$ cat src/rtl/if_fetch_queue_if.sv
`default_nettype none
// ============================================================================
//  Module      : if_fetch_queue_if
//  Description : Enqueue/dequeue handshake bundle between the fetch stage,
//                the fetch queue and the decode stage.
//                  enq_* : fetch side offers {pc, inst, target, pred}
//                  deq_* : queue presents its head entry to decode
//                Modport slave  : the queue's view (accepts enq, drives deq)
//                Modport master : the surrounding pipeline's view
//  Revision    : 1.0 - initial release
// ============================================================================
interface if_fetch_queue_if #(
    parameter int DATA_W = 32
) ();

    logic              enq_valid;
    logic              enq_ready;
    logic [DATA_W-1:0] enq_pc;
    logic [DATA_W-1:0] enq_inst;
    logic [DATA_W-1:0] enq_target;
    logic              enq_pred;

    logic              deq_valid;
    logic              deq_ready;
    logic [DATA_W-1:0] deq_pc;
    logic [DATA_W-1:0] deq_inst;
    logic [DATA_W-1:0] deq_target;
    logic              deq_pred;

    modport slave (
        input  enq_valid, enq_pc, enq_inst, enq_target, enq_pred, deq_ready,
        output enq_ready, deq_valid, deq_pc, deq_inst, deq_target, deq_pred
    );

    modport master (
        output enq_valid, enq_pc, enq_inst, enq_target, enq_pred, deq_ready,
        input  enq_ready, deq_valid, deq_pc, deq_inst, deq_target, deq_pred
    );

endinterface : if_fetch_queue_if
`default_nettype wire

$ cat src/rtl/if_fetch_queue.sv
`default_nettype none
// ============================================================================
//  Module      : if_fetch_queue
//  Description : Instruction fetch queue between IF and ID. Circular buffer
//                of DEPTH entries {pc, inst, target, pred} with valid/ready
//                handshakes on both sides and a flush that empties it.
//  Ports       : clk    - clock, all state updates on rising edge
//                rst    - asynchronous active-high reset
//                flush  - redirect / mispredict, empties the queue
//                q_if   - if_fetch_queue_if.slave (enq_* in, deq_* out)
//                level  - current entry count, $clog2(DEPTH)+1 bits
//  Options     : `define FETCH_QUEUE_BYPASS_EN to let an entry offered to an
//                empty queue appear on deq_* in the same cycle.
//  Revision    : 1.0 - initial release
// ============================================================================
module if_fetch_queue #(
    parameter int DEPTH  = 4,
    parameter int DATA_W = 32
) (
    input  wire                    clk,
    input  wire                    rst,
    input  wire                    flush,
    if_fetch_queue_if.slave        q_if,
    output logic [$clog2(DEPTH):0] level
);

    localparam int c_PTR_W = $clog2(DEPTH);
    localparam int c_LVL_W = c_PTR_W + 1;

    // ------------------------------------------------------------------
    // Parameter sanity: pointers wrap by natural overflow, so DEPTH must
    // be a power of two.
    // ------------------------------------------------------------------
    generate
        if (DEPTH < 2 || DEPTH > 16 || (DEPTH & (DEPTH - 1)) != 0) begin : g_bad_depth
            $error("if_fetch_queue: DEPTH must be a power of two in 2..16");
        end
    endgenerate

    // ------------------------------------------------------------------
    // State
    // ------------------------------------------------------------------
    logic [c_PTR_W-1:0] r_head;
    logic [c_PTR_W-1:0] r_tail;
    logic [c_LVL_W-1:0] r_level;

    // Storage has no reset; deq_* is forced to zero whenever the head is
    // not valid, so stale contents never leak out.
    logic [DATA_W-1:0]  r_mem_pc     [DEPTH];
    logic [DATA_W-1:0]  r_mem_inst   [DEPTH];
    logic [DATA_W-1:0]  r_mem_target [DEPTH];
    logic               r_mem_pred   [DEPTH];

    // ------------------------------------------------------------------
    // Handshake decode
    // ------------------------------------------------------------------
    logic w_empty;
    logic w_full;
    logic w_enq_ready;
    logic w_deq_valid;
    logic w_bypass;
    logic w_enq_fire;
    logic w_deq_fire;

    assign w_empty     = (r_level == '0);
    assign w_full      = (r_level == c_LVL_W'(DEPTH));
    // Depends only on the registered level, never on deq_ready.
    assign w_enq_ready = !w_full;

`ifdef FETCH_QUEUE_BYPASS_EN
    // Empty queue: the offered entry is presented straight to decode.
    assign w_bypass = w_empty && q_if.enq_valid && !flush;
`else
    assign w_bypass = 1'b0;
`endif

    assign w_deq_valid = w_bypass || (!w_empty && !flush);

    // A bypassed entry that decode takes is consumed without being
    // written; if decode stalls it is stored like any other entry.
    assign w_enq_fire = q_if.enq_valid && w_enq_ready && !flush
                        && !(w_bypass && q_if.deq_ready);

    // Storage is only popped when the head really came from storage.
    assign w_deq_fire = w_deq_valid && q_if.deq_ready && !w_bypass;

    // ------------------------------------------------------------------
    // Pointers and level
    // ------------------------------------------------------------------
    always_ff @(posedge clk or posedge rst) begin
        if (rst) begin
            r_head  <= '0;
            r_tail  <= '0;
            r_level <= '0;
        end else if (flush) begin
            // Same-cycle enqueue and dequeue are discarded along with
            // everything already queued.
            r_head  <= '0;
            r_tail  <= '0;
            r_level <= '0;
        end else begin
            if (w_enq_fire) begin
                r_tail <= r_tail + c_PTR_W'(1);
            end
            if (w_deq_fire) begin
                r_head <= r_head + c_PTR_W'(1);
            end
            unique case ({w_enq_fire, w_deq_fire})
                2'b10:   r_level <= r_level + c_LVL_W'(1);
                2'b01:   r_level <= r_level - c_LVL_W'(1);
                default: r_level <= r_level;
            endcase
        end
    end

    // ------------------------------------------------------------------
    // Storage write
    // ------------------------------------------------------------------
    always_ff @(posedge clk) begin
        if (w_enq_fire) begin
            r_mem_pc[r_tail]     <= q_if.enq_pc;
            r_mem_inst[r_tail]   <= q_if.enq_inst;
            r_mem_target[r_tail] <= q_if.enq_target;
            r_mem_pred[r_tail]   <= q_if.enq_pred;
        end
    end

    // ------------------------------------------------------------------
    // Head presentation
    // ------------------------------------------------------------------
    always_comb begin
        q_if.deq_pc     = '0;
        q_if.deq_inst   = '0;
        q_if.deq_target = '0;
        q_if.deq_pred   = 1'b0;
        if (w_bypass) begin
            q_if.deq_pc     = q_if.enq_pc;
            q_if.deq_inst   = q_if.enq_inst;
            q_if.deq_target = q_if.enq_target;
            q_if.deq_pred   = q_if.enq_pred;
        end else if (w_deq_valid) begin
            q_if.deq_pc     = r_mem_pc[r_head];
            q_if.deq_inst   = r_mem_inst[r_head];
            q_if.deq_target = r_mem_target[r_head];
            q_if.deq_pred   = r_mem_pred[r_head];
        end
    end

    assign q_if.enq_ready = w_enq_ready;
    assign q_if.deq_valid = w_deq_valid;
    assign level          = r_level;

    // ------------------------------------------------------------------
    // Structural invariants
    // ------------------------------------------------------------------
    a_level_bound : assert property (@(posedge clk) disable iff (rst)
        r_level <= c_LVL_W'(DEPTH));

    a_ptr_consistent : assert property (@(posedge clk) disable iff (rst)
        r_tail == r_head + r_level[c_PTR_W-1:0]);

endmodule : if_fetch_queue
`default_nettype wire

$ cat src/flat_wrapper.sv
// flat-port wrapper written by rule: the top's interface ports become plain ports
module if_fetch_queue_flat 
#(
    parameter int DEPTH  = 4,
    parameter int DATA_W = 32
)
  (clk, rst, flush, level, q_if_enq_valid, q_if_enq_pc, q_if_enq_inst, q_if_enq_target, q_if_enq_pred, q_if_deq_ready, q_if_enq_ready, q_if_deq_valid, q_if_deq_pc, q_if_deq_inst, q_if_deq_target, q_if_deq_pred);
  if_fetch_queue_if #(.DATA_W(DATA_W)) q_if_i ();
  input  wire clk;
  input  wire rst;
  input  wire flush;
  output logic [$clog2(DEPTH):0] level;
  input wire logic [$bits(q_if_i.enq_valid)-1:0] q_if_enq_valid;
  input wire logic [$bits(q_if_i.enq_pc)-1:0] q_if_enq_pc;
  input wire logic [$bits(q_if_i.enq_inst)-1:0] q_if_enq_inst;
  input wire logic [$bits(q_if_i.enq_target)-1:0] q_if_enq_target;
  input wire logic [$bits(q_if_i.enq_pred)-1:0] q_if_enq_pred;
  input wire logic [$bits(q_if_i.deq_ready)-1:0] q_if_deq_ready;
  output wire logic [$bits(q_if_i.enq_ready)-1:0] q_if_enq_ready;
  output wire logic [$bits(q_if_i.deq_valid)-1:0] q_if_deq_valid;
  output wire logic [$bits(q_if_i.deq_pc)-1:0] q_if_deq_pc;
  output wire logic [$bits(q_if_i.deq_inst)-1:0] q_if_deq_inst;
  output wire logic [$bits(q_if_i.deq_target)-1:0] q_if_deq_target;
  output wire logic [$bits(q_if_i.deq_pred)-1:0] q_if_deq_pred;
  assign q_if_i.enq_valid = q_if_enq_valid;
  assign q_if_i.enq_pc = q_if_enq_pc;
  assign q_if_i.enq_inst = q_if_enq_inst;
  assign q_if_i.enq_target = q_if_enq_target;
  assign q_if_i.enq_pred = q_if_enq_pred;
  assign q_if_i.deq_ready = q_if_deq_ready;
  assign q_if_enq_ready = q_if_i.enq_ready;
  assign q_if_deq_valid = q_if_i.deq_valid;
  assign q_if_deq_pc = q_if_i.deq_pc;
  assign q_if_deq_inst = q_if_i.deq_inst;
  assign q_if_deq_target = q_if_i.deq_target;
  assign q_if_deq_pred = q_if_i.deq_pred;
  if_fetch_queue #(.DEPTH(DEPTH), .DATA_W(DATA_W)) u_core (.clk(clk), .rst(rst), .flush(flush), .q_if(q_if_i), .level(level));
endmodule
$ cat config.mk
export PLATFORM = sky130hd
export DESIGN_NAME = if_fetch_queue_flat
export DESIGN_NICKNAME = d
export VERILOG_FILES = /design/src/rtl/if_fetch_queue_if.sv /design/src/rtl/if_fetch_queue.sv /design/src/flat_wrapper.sv
export SDC_FILE = /design/constraint.sdc
export NUM_CORES = 1
export LEC_CHECK = 0
export CORE_MARGIN = 2
export CORE_UTILIZATION = 54
export CTS_BUF_LIST = sky130_fd_sc_hd__clkbuf_4 sky130_fd_sc_hd__clkbuf_8
export DETAILED_ROUTE_END_ITERATION = 7
export GPL_ROUTABILITY_DRIVEN = 0
export GPL_TIMING_DRIVEN = 0
export PLACE_DENSITY = 0.79
export SLEW_MARGIN = 10
export SYNTH_ARGS = -nofsm -noshare
export SYNTH_HDL_FRONTEND = slang
export SYNTH_SLANG_ARGS = --single-unit
$ cat constraint.sdc
create_clock -name clk -period 4.62 [get_ports clk]
set_input_delay 0.924 -clock clk [delete_from_list [all_inputs] [get_ports clk]]
set_output_delay 0.924 -clock clk [all_outputs]
set_load 0.02 [all_outputs]
* Word-level counts from Yosys, hierarchy flattened
Memory sizes are Yosys's and may differ from the RTL's.
Cells that the tools add are included.
** Word-level totals
- Input port bits :: 102
- RAM bits :: 388
- Memories kept :: 4
- Logic and storage cells :: 37
- Register bits :: 7
- Output and inout port bits :: 102
** Operators by class
- Mux-type cells :: 12
- Add/sub/neg operators :: 4
- Eq/ne operators :: 3
- Reductions and logical operators :: 11
** Memory list
- u_core.r_mem_inst :: words 4, width 32, rd ports 1, clocked after memory_dff 0, wr ports 1, RTL line if_fetch_queue.sv:50 : logic [DATA_W-1:0] r_mem_inst [DEPTH];
- u_core.r_mem_pc :: words 4, width 32, rd ports 1, clocked after memory_dff 0, wr ports 1, RTL line if_fetch_queue.sv:49 : logic [DATA_W-1:0] r_mem_pc [DEPTH];
- u_core.r_mem_target :: words 4, width 32, rd ports 1, clocked after memory_dff 0, wr ports 1, RTL line if_fetch_queue.sv:51 : logic [DATA_W-1:0] r_mem_target [DEPTH];
- u_core.r_mem_pred :: words 4, width 1, rd ports 1, clocked after memory_dff 0, wr ports 1, RTL line if_fetch_queue.sv:52 : logic r_mem_pred [DEPTH];
** Operators by type and width (number)
- two-way mux 32 bit :: 3
- two-way mux 2 bit :: 4
- one-hot mux 3 bit (2 select lines) :: 1
- adder 2 x 1 -> 2 bit (second input constant) :: 2
- logical AND 1 bit :: 4
- nonzero test 2 bit :: 2
- adder 3 x 1 -> 3 bit (second input constant) :: 1
- equality test 3 bit (second input constant) :: 1
- logical NOT 1 bit :: 3
- logical NOT 3 bit :: 1
- two-way mux 1 bit :: 3
- two-way mux 3 bit :: 1
- nonzero test 3 bit :: 1
- subtractor 3 x 1 -> 3 bit (second input constant) :: 1
- equality test 2 x 1 -> 1 bit (second input constant) :: 1
- equality test 2 bit (second input constant) :: 1

* Logic depth before layout (Yosys ltp)
- Word-level depth :: 7
- Gate-level depth with buffers :: 10
- Depth with buffers taken out :: 8

* Worst setup path after synthesis
No wires, ideal clock.
- Path type :: input -> register
- From :: input q_if_enq_valid
- To :: memory u_core.r_mem_inst[0][0] (enable)
- Data required time :: 4.153 ns
- Path buffers :: 1
- Slack :: 0.390 ns
- Arrival :: 3.762 ns
- Library setup time :: 0.467 ns
- Stages on the path :: 4
- Path through :: clkbuf_1 -> nand2_1 -> nor2_1 -> and2_1
** Between the ends
- Cells in the longest elaborated chain, start to end :: 4
** Ends and longest elaborated chain
- from (decl) :: RTL line flat_wrapper.sv:13 : input wire logic [$bits(q_if_i.enq_valid)-1:0] q_if_enq_valid;
- logical AND 1 bit (2 in series) :: RTL line if_fetch_queue.sv:81 : assign w_enq_fire = q_if.enq_valid && w_enq_ready && !flush
- two-way mux 1 bit :: RTL line if_fetch_queue.sv:120 : if (w_enq_fire) begin
- two-way mux 1 bit (not written as such) :: RTL line if_fetch_queue.sv:122 : r_mem_inst[r_tail] <= q_if.enq_inst;
- to (decl) :: RTL line if_fetch_queue.sv:50
Every way passes these cells.

* Worst setup path in the final report
- From :: register u_core.r_level[0] (netlist: u_core.level[0])
- To :: output q_if_deq_target[16]
** Between the ends
- Cells in the longest elaborated chain, start to end :: 4
** Ends and longest elaborated chain
- from (decl) :: RTL line if_fetch_queue.sv:45 : logic [c_LVL_W-1:0] r_level;
- from (signal assigned) :: RTL line if_fetch_queue.sv:109 : 2'b10: r_level <= r_level + c_LVL_W'(1);
- from (signal assigned) :: RTL line if_fetch_queue.sv:110 : 2'b01: r_level <= r_level - c_LVL_W'(1);
- from (signal assigned) :: RTL line if_fetch_queue.sv:111 : default: r_level <= r_level;
- logical NOT 3 bit :: RTL line if_fetch_queue.sv:65 : assign w_empty = (r_level == '0);
- logical NOT 1 bit :: RTL line if_fetch_queue.sv:77 : assign w_deq_valid = w_bypass || (!w_empty && !flush);
- logical AND 1 bit :: RTL line if_fetch_queue.sv:77
- two-way mux 32 bit :: RTL line if_fetch_queue.sv:141 : end else if (w_deq_valid) begin
- to (decl) :: RTL line flat_wrapper.sv:23 : output wire logic [$bits(q_if_i.deq_target)-1:0] q_if_deq_target;
Every way passes these cells.

==> metrics <==
status complete, no violations; Critical Path Source Type flip-flop; Area growth syn-to-layout 25.15%; critical path endpoint category output port; starting density of the core between 50% and 60%; Nets around 1100; WHS Endpoint u_core.r_tail[1]; TritonCTS clock tree done; H-tree lvl count 2; vias in the first global route between 7000 and 8000; Via density between 5 and 6; cells along the critical path buf_2 -> nor3_2 -> nor2_2 -> clkbuf_1 -> clkbuf_2 -> and2_1 -> clkdlybuf4s50_1; ys async rst share under 10%; Clk pwr share between 30% and 40%; clk root buf clkbuf_8; Psw approximately 1.7 mW; Post-synth top cells 388 x edfxtp_1, 101 x and2_1, 97 x mux4_2, 19 x clkbuf_1, 13 x buf_2; Port Buf Inserts roughly 200; part of the cycle the worst path needs approximately 93%; Reg2Reg Depth 9; I/O pin count 204; Diodes inserted 0; wirelength, routed approximately 30000 um; Hold Path Stages 2; Post-Syn Area 15170 um^2; via count about 7400; post-DR wirelength/cell roughly 21 um; count leader, synth edfxtp_1; final non-filler cell total around 1400; post-synth cell types 34; die area slightly below 30000 um^2; Die X 171.6 um; Syn Inst Count 680; Fin Clk Skew 0.01947 ns; CTS sink count a little under 400; Critical Path AT 3.35 ns; Synth area leader edfxtp_1; cell leakage power 6.101 nW; number of buffers created by CTS 59; main area contributors after synthesis edfxtp_1 77%, mux4_2 14%, and2_1 4.2%, dfrtp_1 1.2%, clkbuf_1 0.47%; clk slew on worst S/H paths roughly 0.060 ns; Worst-Margin Slew 0.7680 ns; Mapped Avg Cell Area around 22 um^2; Detailed Route Iter0 Violations 518; GRT overflow 0; min-delay src u_core.r_tail[1]; Synth Warn # 0; Post-synth EDFFs approximately 390; RSZ-0062 raised after global routing no; HPWL Detailed about 18000 um; post-synthesis sequential area ratio approximately 80%; initial antenna violation count 3; Std-Cell Rows 61; drc violations 0; post-CTS sizing 0; CP Data Required Time between 3 and 4 ns; Worst Hold Class flip-flop to flip-flop; clk buf depth 3; Sequential Power Share a little over half; Hold Fails Final Rpt 0; Syn Nets 787; Yosys reg bits between 300 and 400; critical path peak fanout 10; Power Internal 6.023 mW; crit-path max cell delay 0.61 ns; final setup fails 0; prevailing post-synth register cell edfxtp_1; max-cap violations 0; R2R Setup Slk 1.80 ns; Comb pwr share 13.2%; Slew HR a little under 50%; critical path class flip-flop to output port; post-layout min period roughly 4.3 ns; Worst-Skew Late Latency between 0.5 and 0.6 ns; Initial DRT Pass Iterations 4; top-area cell type share of the netlist area about 77%; Filler Cells Inserted between 1500 and 2000; antenna-violating nets left 0; Switching Fraction approximately 22%; total setup buffers inserted after CTS 0; pwr dens 408.8 nW/um^2; Final Slew Violations 0; GRT Util Overall around 20%; layout cells sized above 1 approximately 22%; core area ~28000 um^2; largest net degree at the start of global routing 45; Max Fclk around 230 MHz; Peak VDD IR about 280 uV; Die H between 150 and 200 um; Worst path slowest cell clkdlybuf4s50_1; final core occ between 60% and 70%; Cells after DPL approximately 1300; first-pass GRT wire length approximately 44000 um; reg2reg end u_core.level[1]; hold_buf cts 0; Worst R2R Start u_core.level[0]
[area by class of cell]
type | instances | area (um^2) | share of cell area [%]
sequential | 395 | 11830 | 62.28
multi-input combinational | 245 | 3154 | 16.61
timing repair buffer | 210 | 2220 | 11.69
clock buffer | 81 | 989.7 | 5.212
tap | 378 | 473.0 | 2.491
buffer | 37 | 190.2 | 1.002
clock inverter | 23 | 123.9 | 0.6523
inverter | 3 | 11.26 | 0.05930
[routing by layer]
metal  share of wire (%)  wire length [um]  global-route usage, %  vias up
met5               0.076                22                      0        -
met4                 1.6               469                  5.674        4
met3                 5.3              1536                  4.763       44
met2                  53             15480                  35.17      211
met1                  40             11630                  24.79     3821
li1                    -                 -                      -     3319
[metrics by stage]
stage	total power, mW	setup slack [ns]	cell area [um^2]	setup TNS [ns]	hold slack, ns
after floorplan	4.768	0.3905	15170	0	0.5425
final	7.763	0.3429	18990	0	0.5781
after detailed placement	5.209	0.3382	17870	0	0.5721
after CTS	7.858	0.2088	18990	0	0.5809
after global placement	5.185	-1.963	17670	-751.12	0.5655
after global routing	8.073	0.1309	18990	0	0.6170
[worst max path at each step]
stage / from / to / cells past startpoint
after floorplan: q_if_enq_valid / u_core.r_mem_inst[0][0] / 4
after global placement: q_if_enq_valid / u_core.r_mem_pc[1][22] / 5
after detailed placement: flush / q_if_deq_target[19] / 6
after CTS: u_core.level[0] / q_if_deq_target[16] / 7
after global routing: u_core.level[0] / q_if_deq_target[14] / 7
final: u_core.level[0] / q_if_deq_target[16] / 7
[worst max-delay path, delay by kind of cell, from the launching register on]
| family | cells | cell delay (ns) |
|---|---|---|
| buffers and inverters | 4 | 1.51 |
| flip-flops | 1 | 0.39 |
| AND/OR/NAND/NOR | 3 | 0.86 |
[power groups by stage]
stage	clock (mW)	combinational, mW	sequential [mW]
after CTS	2.72	1.04	4.09
after global routing	2.87	1.10	4.10
after detailed placement	0	1.04	4.17
final	2.64	1.03	4.09
after global placement	0	1.00	4.18
after floorplan	0	0.594	4.17
[cell usage in the layout, fill, tap and decap left out, types with 6 or more instances in the layout]
cell type,instances
clkbuf_8,61
clkbuf_1,19
edfxtp_1,388
and2_1,97
dfrtp_1,7
nor2_1,8
buf_2,13
mux4_2,97
clkdlybuf4s50_1,202
clkbuf_4,20
clkinv_2,6
clkinv_1,15
[state kept, by name, summed over array words and instances, names as in the netlist]
name                 flops
u_core.r_mem_target    128
u_core.r_head            2
u_core.level             3
u_core.r_mem_inst      128
u_core.r_tail            2
u_core.r_mem_pc        128
u_core.r_mem_pred        4
[logic make-up (layout without fill, tap and decap cells)]
family,after synthesis,after routing,synth area share (%)
buffers and inverters,40,354,1.328
adder cells (fa/ha/maj),5,5,0.4618
XOR/XNOR,5,5,0.2887
AND/OR/NAND/NOR,125,125,4.989
flip-flops,395,395,77.95
AO/OA/AOI/OAI,11,11,0.4454
multiplexers,99,99,14.54
Power figures use the tool's default switching activity.
